===== src/rtl/prog_encoder_pkg.sv =====
// Shared opcode table, immediate-class list, error codes and FSM state type
// for the instruction-word encoder and its packer.
package prog_encoder_pkg;

  localparam logic [6:0] OP_NOP  = 7'h00;
  localparam logic [6:0] OP_INC  = 7'h01;
  localparam logic [6:0] OP_ADD  = 7'h02;
  localparam logic [6:0] OP_NEG  = 7'h03;
  localparam logic [6:0] OP_SUB  = 7'h05;
  localparam logic [6:0] OP_DEC  = 7'h06;
  localparam logic [6:0] OP_CMP  = 7'h07;
  localparam logic [6:0] OP_AND  = 7'h08;
  localparam logic [6:0] OP_OR   = 7'h09;
  localparam logic [6:0] OP_XOR  = 7'h0A;
  localparam logic [6:0] OP_NOT  = 7'h0B;
  localparam logic [6:0] OP_MOVB = 7'h0C;
  localparam logic [6:0] OP_LSR  = 7'h0D;
  localparam logic [6:0] OP_LSL  = 7'h0E;
  localparam logic [6:0] OP_LD   = 7'h10;
  localparam logic [6:0] OP_ST   = 7'h20;
  localparam logic [6:0] OP_ADI  = 7'h22;
  localparam logic [6:0] OP_SBI  = 7'h25;
  localparam logic [6:0] OP_ANI  = 7'h28;
  localparam logic [6:0] OP_ORI  = 7'h29;
  localparam logic [6:0] OP_XRI  = 7'h2A;
  localparam logic [6:0] OP_JML  = 7'h30;
  localparam logic [6:0] OP_MOVA = 7'h40;
  localparam logic [6:0] OP_AIU  = 7'h42;
  localparam logic [6:0] OP_SIU  = 7'h45;
  localparam logic [6:0] OP_BNZ  = 7'h48;
  localparam logic [6:0] OP_BZ   = 7'h60;
  localparam logic [6:0] OP_SLT  = 7'h65;
  localparam logic [6:0] OP_JMP  = 7'h68;
  localparam logic [6:0] OP_JMR  = 7'h70;

  localparam int NUM_OPS     = 30;
  localparam int NUM_IMM_OPS = 11;

  // Flattened 7-bit entries; entry gi lives at [gi*7 +: 7].
  localparam logic [NUM_OPS*7-1:0] LEGAL_OPS = {
    OP_NOP, OP_INC, OP_ADD, OP_NEG, OP_SUB, OP_DEC, OP_CMP, OP_AND,
    OP_OR,  OP_XOR, OP_NOT, OP_MOVB, OP_LSR, OP_LSL, OP_LD, OP_ST,
    OP_ADI, OP_SBI, OP_ANI, OP_ORI, OP_XRI, OP_JML, OP_MOVA, OP_AIU,
    OP_SIU, OP_BNZ, OP_BZ, OP_SLT, OP_JMP, OP_JMR
  };

  localparam logic [NUM_IMM_OPS*7-1:0] IMM_OPS = {
    OP_ADI, OP_SBI, OP_ANI, OP_ORI, OP_XRI, OP_AIU,
    OP_SIU, OP_BZ,  OP_BNZ, OP_JMP, OP_JML
  };

  localparam logic [1:0] ERR_NONE = 2'b00;
  localparam logic [1:0] ERR_OPC  = 2'b01;
  localparam logic [1:0] ERR_OVF  = 2'b10;

  typedef enum logic [1:0] {
    S_IDLE = 2'd0,
    S_RUN  = 2'd1,
    S_DONE = 2'd2,
    S_ERR  = 2'd3
  } state_t;

endpackage


===== src/rtl/prog_encoder_instr_pack.sv =====
// Combinational instruction packer: builds the 32-bit word and flags whether the
// opcode is legal (only when PROG_ENC_OPCHECK_EN is defined; otherwise always legal).
module instr_pack
  import prog_encoder_pkg::*;
(
  input  logic [6:0]  opcode,
  input  logic [4:0]  da,
  input  logic [4:0]  aa,
  input  logic [4:0]  ba,
  input  logic [14:0] imm,
  output logic [31:0] word,
  output logic        legal
);

  logic [NUM_IMM_OPS-1:0] imm_hit;
  logic                   is_imm;
  logic [14:0]            low15;

  genvar gi;
  generate
    for (gi = 0; gi < NUM_IMM_OPS; gi++) begin : g_imm
      assign imm_hit[gi] = (opcode == IMM_OPS[gi*7 +: 7]);
    end
  endgenerate

  assign is_imm = |imm_hit;

`ifdef PROG_ENC_OPCHECK_EN
  logic [NUM_OPS-1:0] op_hit;

  generate
    for (gi = 0; gi < NUM_OPS; gi++) begin : g_legal
      assign op_hit[gi] = (opcode == LEGAL_OPS[gi*7 +: 7]);
    end
  endgenerate

  assign legal = |op_hit;
`else
  assign legal = 1'b1;
`endif

  // Register-class words carry BA in [14:10] with the rest of the low field zero.
  assign low15 = is_imm ? imm : {ba, 10'b0};
  assign word  = {opcode, da, aa, low15};

endmodule


===== src/rtl/prog_encoder.sv =====
// Program loader: accepts field-level instruction requests, packs them and writes
// them sequentially into instruction memory. Opcode checking gated by PROG_ENC_OPCHECK_EN.
module prog_encoder
  import prog_encoder_pkg::*;
#(
  parameter int ADDR_W = 8
)
(
  input  logic              clk,
  input  logic              rst,
  input  logic              start,
  input  logic [ADDR_W-1:0] base_addr,
  input  logic              in_valid,
  output logic              in_ready,
  input  logic [6:0]        in_opcode,
  input  logic [4:0]        in_da,
  input  logic [4:0]        in_aa,
  input  logic [4:0]        in_ba,
  input  logic [14:0]       in_imm,
  input  logic              in_last,
  output logic              mem_we,
  output logic [ADDR_W-1:0] mem_addr,
  output logic [31:0]       mem_wdata,
  output logic              busy,
  output logic              done,
  output logic [1:0]        err,
  output logic [ADDR_W:0]   count
);

  localparam logic [ADDR_W-1:0] ADDR_MAX = {ADDR_W{1'b1}};
  localparam logic [ADDR_W-1:0] ADDR_ONE = {{(ADDR_W-1){1'b0}}, 1'b1};
  localparam logic [ADDR_W:0]   CNT_ONE  = {{ADDR_W{1'b0}}, 1'b1};

  state_t            state;
  logic [ADDR_W-1:0] addr;
  logic [31:0]       word;
  logic              legal;
  logic              xfer;

  instr_pack u_pack (
    .opcode (in_opcode),
    .da     (in_da),
    .aa     (in_aa),
    .ba     (in_ba),
    .imm    (in_imm),
    .word   (word),
    .legal  (legal)
  );

  assign xfer = in_valid && in_ready;

  always_ff @(posedge clk or posedge rst) begin
    if (rst) begin
      state     <= S_IDLE;
      addr      <= '0;
      in_ready  <= 1'b0;
      mem_we    <= 1'b0;
      mem_addr  <= '0;
      mem_wdata <= '0;
      busy      <= 1'b0;
      done      <= 1'b0;
      err       <= ERR_NONE;
      count     <= '0;
    end else begin
      mem_we <= 1'b0;
      case (state)
        S_IDLE, S_DONE, S_ERR: begin
          if (start) begin
            state    <= S_RUN;
            addr     <= base_addr;
            count    <= '0;
            err      <= ERR_NONE;
            done     <= 1'b0;
            in_ready <= 1'b1;
            busy     <= 1'b1;
          end
        end
        S_RUN: begin
          if (xfer) begin
            if (!legal) begin
              err      <= ERR_OPC;
              state    <= S_ERR;
              in_ready <= 1'b0;
              busy     <= 1'b0;
            end else begin
              mem_we    <= 1'b1;
              mem_addr  <= addr;
              mem_wdata <= word;
              count     <= count + CNT_ONE;
              if (in_last) begin
                done     <= 1'b1;
                state    <= S_DONE;
                in_ready <= 1'b0;
                busy     <= 1'b0;
              end else if (addr == ADDR_MAX) begin
                // Top of memory reached with more to come: stop rather than wrap.
                err      <= ERR_OVF;
                state    <= S_ERR;
                in_ready <= 1'b0;
                busy     <= 1'b0;
              end else begin
                addr <= addr + ADDR_ONE;
              end
            end
          end
        end
        default: begin
          state    <= S_IDLE;
          in_ready <= 1'b0;
          busy     <= 1'b0;
        end
      endcase
    end
  end

endmodule


===== config.mk =====
export PLATFORM = sky130hd
export DESIGN_NAME = prog_encoder
export DESIGN_NICKNAME = d
export VERILOG_FILES = /design/src/rtl/prog_encoder_pkg.sv /design/src/rtl/prog_encoder_instr_pack.sv /design/src/rtl/prog_encoder.sv
export SDC_FILE = /design/constraint.sdc
export NUM_CORES = 1
export LEC_CHECK = 0
export BUFFER_PORTS_ARGS = -buffer_cell sky130_fd_sc_hd__buf_4
export CAP_MARGIN = 20
export CORE_MARGIN = 10
export CORE_UTILIZATION = 40
export CTS_CLUSTER_DIAMETER = 200
export DETAILED_ROUTE_END_ITERATION = 6
export GPL_TIMING_DRIVEN = 0
export MAX_ROUTING_LAYER = met4
export PLACE_DENSITY = 0.67
export SETUP_SLACK_MARGIN = 0.02
export SLEW_MARGIN = 10
export SYNTH_ARGS = -nofsm -noshare
export SYNTH_HDL_FRONTEND = slang
export SYNTH_SLANG_ARGS = --single-unit

===== constraint.sdc =====
create_clock -name clk -period 6.13 [get_ports clk]
set_input_delay 1.226 -clock clk [delete_from_list [all_inputs] [get_ports clk]]
set_output_delay 1.226 -clock clk [all_outputs]
set_load 0.02 [all_outputs]

==> tab_implementation.tex <==
\begin{tabular}{lr}
\hline
Metric & Value \\
\hline
\multicolumn{2}{l}{\textbf{Floorplan}} \\
Floorplan Core Area & about 6800 µm² \\
Chip height & between 100 and 150 µm \\
Overall die width & 104 µm \\
I/O pin total & between 100 and 150 \\
Initial Utilization & 41.3\% \\
Die Footprint & 10800 µm² \\
Number of rows created at floorplan & 30 \\
\multicolumn{2}{l}{\textbf{Place}} \\
Dpl cells & just over 500 \\
Global placer's final weighted congestion & 0.851 \\
Port buffer count & about 100 \\
Half-perimeter wire length after placement & 6.02 mm \\
\multicolumn{2}{l}{\textbf{Synth}} \\
Main synth FF type & dfrtp\_1 \\
Fraction of post-synthesis cell area in the top cell type by area & 56.2\% \\
YS warnings & 0 \\
Number of distinct standard cells referenced by the synthesized netlist & between 40 and 50 \\
Share of flip-flops with an asynchronous set or reset & 100\% \\
Synthesized area per cell & 8.91 µm² \\
Number of nets in the synthesized netlist & around 370 \\
Sequential fraction of the synthesis area & between 50 and 60\% \\
Leading post-synthesis cells by cell area & dfrtp\_1, nand2\_1, o21ai\_0 \\
Number of enable-type register cells in the synthesized netlist & 0 \\
Dominant cell type by area after synthesis & dfrtp\_1 \\
FF+latch count, synth & 63 \\
Synth Cell Area & approximately 2800 µm² \\
Instance count of the mapped netlist & around 320 \\
\multicolumn{2}{l}{\textbf{Global routing}} \\
Total GRT Usage & $\sim$15\% \\
Largest net degree at the start of global routing & 64 \\
Congestion Overflow GR & 0 \\
Via count of the first global-routing pass & $\sim$2600 \\
Initial antenna violation count & 0 \\
Wire length of the first global-routing pass & roughly 13 mm \\
\multicolumn{2}{l}{\textbf{Power}} \\
Pwr per Cell Area & about 450 nW/µm² \\
Cell internal power dissipation & approximately 0.0010 W \\
P\_leak & a little under 2 nW \\
Share of total power in the clock network & 18.6\% \\
Switch share & about two fifths \\
Power share of the combinational group & $\sim$44\% \\
Relative contribution of sequential cells to total power & between 30\% and 40\% \\
Psw & 0.000718 W \\
Peak supply drop & 0.228 mV \\
\multicolumn{2}{l}{\textbf{Flow run}} \\
Count of maximum capacitance violations & 0 \\
\multicolumn{2}{l}{\textbf{Setup path}} \\
Critical Path, Cell by Cell & buf\_4 -> or4\_1 -> nand3b\_1 -> a22o\_1 -> buf\_6 -> mux2i\_1 -> o21ai\_1 \\
Data required time at the worst endpoint & between 6 and 7 ns \\
Largest fanout on the critical path & 6 \\
Data arrival time of the critical path & about 2.5 ns \\
Largest stage delay, worst path & around 0.51 ns \\
Endpoint kind of the worst setup timing path & register \\
Library cell contributing the largest single delay on the critical path & or4\_1 \\
Launching element type of the critical path & primary input \\
Type of the setup path with the least slack & primary input to register \\
\multicolumn{2}{l}{\textbf{Cells and area}} \\
Layout fillers & 640 \\
Number of inserted diodes & 0 \\
Layout cells sized above 1 & around 29\% \\
Register Area & 1580 µm² \\
Area overhead of the layout relative to synthesis & 38.2\% \\
Number of standard cells in the layout, taps in and fillers out & between 500 and 600 \\
Final layout net count & just under 500 \\
Leading cell types in the layout, fill and taps excluded & nand2\_1, buf\_4, dfrtp\_1, o21ai\_0, nor2\_1 \\
Area taken by multi-input logic gates & between 1000 and 1500 µm² \\
Most common cell after layout, fill and taps aside & nand2\_1 \\
\multicolumn{2}{l}{\textbf{Clock tree}} \\
Cells resized by post-CTS repair & 0 \\
Clock slew seen by the registers of the worst setup and hold paths & $\sim$0.06 ns \\
Clock network latency to the later pin of the worst-skew pair & 0.33 ns \\
Postcts setup bufs & 0 \\
TritonCTS clock tree & built \\
Htree depth & 3 \\
CTS buffer count & 9 \\
Number of clock sinks & 63 \\
Root Buffer & clkbuf\_8 \\
Longest Clk Path Bufs & 2 \\
Quantity of hold-fixing buffers added after cts & 0 \\
\multicolumn{2}{l}{\textbf{Timing}} \\
Setup violation total in the final timing report & 0 \\
Max-slew violation total from the final report & 0 \\
Fraction of the cycle the final worst path needs & between 30\% and 40\% \\
Final hold violation count & 0 \\
Setup repair after global routing missed its margin & false \\
Max Clock Skew & 0.00669 ns \\
Highest achievable clock rate & between 400 and 500 MHz \\
Worst slack on hold paths & about 0.48 ns \\
Min cycle time layout & 2.32 ns \\
Slew HR & a little under 50\% \\
Actual transition at the worst max-transition pin & a little under 0.8 ns \\
Final sum of negative setup slack & 0 ns \\
\multicolumn{2}{l}{\textbf{Routing}} \\
Iter 0 DRT Violations & 97 \\
First-pass iteration count of the detailed router & 4 \\
Post-detailed-route via-to-cell ratio & roughly 5 \\
Post-Route WL & 7.97 mm \\
\# DRC & 0 \\
Remaining number of nets flagged by the antenna check after routing & 0 \\
Vias & 2568 \\
Average routed wire per standard cell & approximately 15 µm \\
\multicolumn{2}{l}{\textbf{Min path}} \\
Class of the most critical hold timing path & register to register \\
\multicolumn{2}{l}{\textbf{Run status}} \\
Result of the run & finished clean \\
\hline
\end{tabular}
## worst max-delay path, delay by kind of cell
kind,cells,cell delay [ns]
buffers and inverters,2,0.26
AOI/OAI and AO/OA,2,0.22
muxes,1,0.20
and+or+nand+nor,2,0.60
## power groups by stage
stage	registers, W	logic (W)	clock network (W)
6_report	0.000668	0.000765	0.000327
5_1_grt	0.000689	0.000854	0.000351
4_1_cts	0.000668	0.000777	0.000333
3_5_place_dp	0.000674	0.000776	0
3_3_place_gp	0.000669	0.000765	0
2_1_floorplan	0.000797	0.000315	0
## logic make-up after synthesis
group,after synthesis,share of synthesized area [%]
muxes,6,2.14
AOI/OAI and AO/OA,63,12.7
other,1,0.134
xor gates and xnor gates,1,0.312
adders and majority gates,2,0.892
buffers and inverters,21,3.79
DFF,63,56.2
and+or+nand+nor,158,23.9
## area by class of cell
class,count,area share [%]
well taps,96,3.10
multi-input cells,231,29.0
plain buffers,17,2.35
flip-flops and latches,63,40.6
clock buffers,15,4.55
repair buffers,103,19.9
inverters,4,0.452
## worst paths after layout
check | start | depth (start not counted) | end | slack [ns]
worst min-delay path | mem_addr[7] | 2 | mem_addr[7] | 0.48
worst min register to register | mem_addr[7] | 2 | mem_addr[7] | 0.48
max in group asynchronous | rst | 2 | mem_wdata[7] | 4.58
worst max register to register | addr[0] | 6 | addr[0] | 4.13
min in group asynchronous | rst | 2 | count[4] | 1.04
worst max-delay path | in_opcode[4] | 7 | mem_wdata[12] | 3.81
## state kept, by name, indices dropped and copies added (netlist names)
register   flops
err            1
mem_wdata     32
state          2
done           1
addr           8
mem_addr       8
count          9
mem_we         1
busy           1
## synth_stat cells (all sizes together), types with 3 or more instances
cell type	instances
a21oi	12
a31oi	3
buf	7
clkbuf	10
dfrtp	63
inv	3
mux2i	6
nand2	109
nand3	7
nand4	3
nor2	18
nor3	6
o21ai	37
## layer usage
metal	share of wire, %	track usage, %	routed length [µm]	vias to the layer above
li1	-	-	-	1282
met1	48	19.6	3840	1194
met2	47	23.3	3730	81
met3	4.2	3.47	336	11
met4	0.87	4.77	69	0
met5	0	-	0	-
## per-stage QoR
step / power, W / instance area [µm²] / setup slack, ns / util, %
finish: 0.00176 / 3880 / 3.81 / 57.1
floorplan: 0.00111 / 2810 / 3.33 / -
CTS: 0.00178 / 3880 / 3.81 / 57.1
detailed placement: 0.00145 / 3700 / 3.45 / 54.5
global route: 0.00189 / 3880 / 3.65 / 57.1
global placement: 0.00143 / 3700 / 2.51 / 54.5
Note: power is estimated with default switching activity, not from simulation.
